`src/rtl/pipe_stage_buf.sv`:
```
// pipe_stage_buf: valid/ready pipeline register with flush and saturating stall counter.
// Define PIPE_STAGE_SKID_EN for a two-entry skid buffer with registered in_ready.
module pipe_stage_buf #(
  parameter int DATA_W = 41,
  parameter int CNT_W  = 16
) (
  input  logic              clk,
  input  logic              reset,
  input  logic              in_valid,
  output logic              in_ready,
  input  logic [DATA_W-1:0] in_data,
  output logic              out_valid,
  input  logic              out_ready,
  output logic [DATA_W-1:0] out_data,
  input  logic              flush,
  output logic [CNT_W-1:0]  stall_cnt
);
`ifdef PIPE_STAGE_SKID_EN
  typedef enum logic [1:0] {EMPTY, ONE, TWO} state_t;
`else
  typedef enum logic {EMPTY, ONE} state_t;
`endif
  state_t state, state_n;
  logic [DATA_W-1:0] main;
  logic in_fire, out_fire, load_main;
  assign out_valid = state != EMPTY;
  assign out_data  = main;
  assign in_fire   = in_valid & in_ready;
  assign out_fire  = out_valid & out_ready;
`ifdef PIPE_STAGE_SKID_EN
  logic [DATA_W-1:0] skid;
  logic load_skid, main_from_skid;
  assign in_ready = state != TWO;
  always_comb begin
    state_n        = state;
    load_main      = 1'b0;
    load_skid      = 1'b0;
    main_from_skid = 1'b0;
    case (state)
      EMPTY: if (in_fire) begin
        state_n   = ONE;
        load_main = 1'b1;
      end
      ONE: if (in_fire && out_fire) load_main = 1'b1;
      else if (in_fire) begin
        state_n   = TWO;
        load_skid = 1'b1;
      end
      else if (out_fire) state_n = EMPTY;
      default: if (out_fire) begin
        state_n        = ONE;
        main_from_skid = 1'b1;
      end
    endcase
    if (flush) state_n = EMPTY;
  end
  always_ff @(posedge clk or posedge reset)
    if (reset) begin
      main <= '0;
      skid <= '0;
    end else begin
      if (load_main) main <= in_data;
      else if (main_from_skid) main <= skid;
      if (load_skid) skid <= in_data;
    end
`else
  assign in_ready = ~out_valid | out_ready;
  always_comb begin
    load_main = in_fire;
    state_n   = flush ? EMPTY : in_fire ? ONE : out_fire ? EMPTY : state;
  end
  always_ff @(posedge clk or posedge reset)
    if (reset) main <= '0;
    else if (load_main) main <= in_data;
`endif
  always_ff @(posedge clk or posedge reset)
    if (reset) state <= EMPTY;
    else state <= state_n;
  always_ff @(posedge clk or posedge reset)
    if (reset) stall_cnt <= '0;
    else if (out_valid && !out_ready && !(&stall_cnt)) stall_cnt <= stall_cnt + 1'b1;
endmodule
```
`config.mk`:
```
export PLATFORM = sky130hd
export DESIGN_NAME = pipe_stage_buf
export DESIGN_NICKNAME = d
export VERILOG_FILES = /design/src/rtl/pipe_stage_buf.sv
export SDC_FILE = /design/constraint.sdc
export NUM_CORES = 1
export LEC_CHECK = 0
export ABC_AREA = 1
export BUFFER_PORTS_ARGS = -buffer_cell sky130_fd_sc_hd__buf_2
export CAP_MARGIN = 20
export CORE_MARGIN = 1
export CORE_UTILIZATION = 30
export CTS_BUF_LIST = sky130_fd_sc_hd__clkbuf_16
export CTS_CLUSTER_SIZE = 16
export DETAILED_ROUTE_END_ITERATION = 6
export PLACE_DENSITY_LB_ADDON = 0.08
export SYNTH_ARGS = -nofsm -noshare
export SYNTH_HDL_FRONTEND = slang
export SYNTH_SLANG_ARGS = --single-unit
```
`constraint.sdc`:
```
create_clock -name clk -period 1.8 [get_ports clk]
set_clock_uncertainty 0.1 [all_clocks]
set_input_delay 0.18 -clock clk [delete_from_list [all_inputs] [get_ports clk]]
set_output_delay 0.18 -clock clk [all_outputs]
set_load 0.02 [all_outputs]
```
==> flow_metrics.env <==
export IMPL_die_h_um=95.5
export IMPL_cp_data_required_time_ps=1910
export IMPL_placedCellCount=459
export IMPL_reg2reg_from="stall_cnt[1]"
export IMPL_hp_start="in_valid"
export IMPL_clkLatencyLatePin_ps=320
export IMPL_layoutNonFillerInstCount=517
export IMPL_finish_utilization_pct=48.7
export IMPL_critPathSlowestCell="dfrtp_1"
export IMPL_switching_share_pct=28.1
export IMPL_setup_viol=0
export IMPL_synth_nets=296
export IMPL_max_cap_violations=0
export IMPL_track_usage_pct=15.5
export IMPL_dr_pass1_iters=4
export IMPL_die_x_um=95.5
export IMPL_r2r_end="stall_cnt[8]"
export IMPL_wl_um=6450
export IMPL_rows=33
export IMPL_syn_to_final_growth_pct=54.8
export IMPL_mostFrequentLayoutCells="buf_2 (104), nand2_1 (72), dfrtp_1 (58)"
export IMPL_routabilityCongestion=0.770
export IMPL_hold_viol=0
export IMPL_synth_cell_types=21
export IMPL_slew_viol_final=0
export IMPL_path_clk_slew_ps=50
export IMPL_cellLeakagePower_nw=2.04
export IMPL_post_route_min_period_ps=1570
export IMPL_grt_overflow=0
export IMPL_ff2ff_path_depth=9
export IMPL_layout_commonest_cell="buf_2"
export IMPL_clockBufferDepth=2
export IMPL_top_usage_layer="met2"
export IMPL_grt_pass1_wl_um=10600
export IMPL_critPathTopFamily="simple AND/OR/NAND/NOR gates"
export IMPL_port_buffers=104
export IMPL_clock_sinks=58
export IMPL_power_density_nw_per_um2=1050
export IMPL_total_power_mw=4.27
export IMPL_finalCritPeriodShare_pct=87.1
export IMPL_layout_nets=454
export IMPL_post_drt_wl_per_cell_um=12.5
export IMPL_place_hpwl_um=4270
export IMPL_rsz0062_at_grt="false"
export IMPL_antennaDiodeCount=0
export IMPL_cts_root_buffer="clkbuf_16"
export IMPL_cp_max_fo=14
export IMPL_numCtsBuffers=9
export IMPL_slowest_delay_ps=400
export IMPL_seqPwrFrac_pct=37.2
export IMPL_synth_area_top_cells="dfrtp_1 (55%), mux2_2 (18%), nand2_1 (10%)"
export IMPL_p_int_mw=3.07
export IMPL_end_kind="flip-flop"
export IMPL_rrSetupSlack_ps=230
export IMPL_drt_iter0_drc=76
export IMPL_max_freq_ghz=0.638
export IMPL_status="finished, final reports clean"
export IMPL_cts_setup_buffers=0
export IMPL_hold_buffers=42
export IMPL_cts_resized=0
export IMPL_p_switching_mw=1.20
export IMPL_synthCells=249
export IMPL_drc=0
export IMPL_drive_gt1_share_pct=43.4
export IMPL_die_area_um2=9120
export IMPL_post_dp_cell_area_um2=3330
export IMPL_grt_max_degree=59
export IMPL_p_comb_share_pct=20.8
export IMPL_ant_nets=0
export IMPL_start_kind="flip-flop"
export IMPL_worst_hold_slack_ps=12.9
export IMPL_grt_pass1_vias=2263
export IMPL_fin_ws_ps=233
export IMPL_vias_per_cell=4.29
export IMPL_avgSynthCellArea_um2=10.5
export IMPL_yosysSeqAreaShare_pct=55.3
export IMPL_final_area_um2=4060
export IMPL_path_cells="ha_1 > inv_1 > nor2_8 > nand2_4 > nor2_4 > nor2_2 > buf_12 > nand2_1 > o21ai_2"
export IMPL_worst_pin_slew_ps=326
export IMPL_path_class="reg -> reg"
export IMPL_gr_usage_met1_pct=18.9
export IMPL_h_tree_depth=3
export IMPL_use_met2_pct=24.3
export IMPL_crit_arrival_ps=1680
export IMPL_place_ws_ps=220
export IMPL_clkPwrFrac_pct=42.0
export IMPL_synth_area_um2=2620
export IMPL_vdd_ir_drop_max_mv=0.542
export IMPL_fin_tns_setup_ps=0
export IMPL_core_area_um2=8340
export IMPL_initial_utilization_pct=31.5
export IMPL_grt_use_met3_pct=6.62
export IMPL_yosysWarnings=0
export IMPL_slew_headroom_pct=78.2
export IMPL_routed_via_count=2217
export IMPL_holdPathEnd="out_valid"
export IMPL_yosys_register_bits=58
export IMPL_crit_buf_inv=2
export IMPL_hold_path_class="in -> reg"
export IMPL_cts_tree="done"
export IMPL_grt_antenna_before_repair=0
export IMPL_ios=105
export IMPL_synth_top_area_share_pct=55.3
export IMPL_synth_top_area_cell="dfrtp_1"
export IMPL_holdPathStages=3
[cell usage after synthesis]
cell type / number
nand2_1: 73
dfrtp_1: 58
mux2_2: 41
inv_1: 22
nor2_1: 17
nand3_1: 8
buf_2: 4
xnor2_1: 4
nand4_1: 3
nor2_2: 3
nand2_2: 2
nor2_4: 2
o21ai_0: 2
o21ai_1: 2
o21ai_2: 2
buf_6: 1
ha_1: 1
nand2_4: 1
nand4_4: 1
nor2_8: 1
xor2_1: 1
[worst max-delay path by stage]
stage,endpoint,start,slack [ps],depth (start not counted)
after global placement,stall_cnt[2],stall_cnt[1],250,7
after detailed placement,stall_cnt[11],stall_cnt[1],220,9
final,stall_cnt[8],stall_cnt[1],230,9
after global routing,stall_cnt[2],stall_cnt[1],80,7
after CTS,stall_cnt[11],stall_cnt[1],210,9
after floorplan,stall_cnt[6],stall_cnt[0],70,9
[final cells by class]
cell class / count / area [um2]
Fill cell: 803 / 4280
Sequential cell: 58 / 1450
Multi-Input combinational cell: 164 / 1060
Timing Repair Buffer: 152 / 1020
Clock buffer: 9 / 225
Tap cell: 105 / 131
Clock inverter: 7 / 86.3
Inverter: 22 / 82.6
[kinds of logic after synthesis]
kind of cell             Yosys count  synth area share, %
AND/OR/NAND/NOR                  111                 19.2
flip-flops                        58                 55.3
multiplexers                      41                 17.6
buffers and inverters             27                 4.34
AO/OA/AOI/OAI                      6                 1.43
XOR/XNOR                           5                 1.67
adder cells (fa/ha/maj)            1                0.477
[worst min-delay path, stage by stage]
cell and delay [ps]:
buf_2 90, nor2_1 40, nor2_1 70
[power by group through the flow]
stage | logic, mW | registers, mW | clock network [mW]
floorplan | 0.300 | 1.81 | 0
global placement | 0.830 | 1.61 | 0
detailed placement | 0.829 | 1.61 | 0
CTS | 0.901 | 1.59 | 1.85
global route | 0.972 | 1.61 | 1.90
finish | 0.888 | 1.59 | 1.79
[layer usage]
metal	routed length, um	share of wire [%]	up-vias
li1	-	-	1108
met1	2810	44	1034
met2	3040	47	68
met3	518	8.0	7
met4	80	1.2	0
met5	0	0	-
[flip-flops by register name, summed over array words and instances (netlist names)]
name / count
out_data: 41
stall_cnt: 16
out_valid: 1
(Power assumes the default switching activity.)
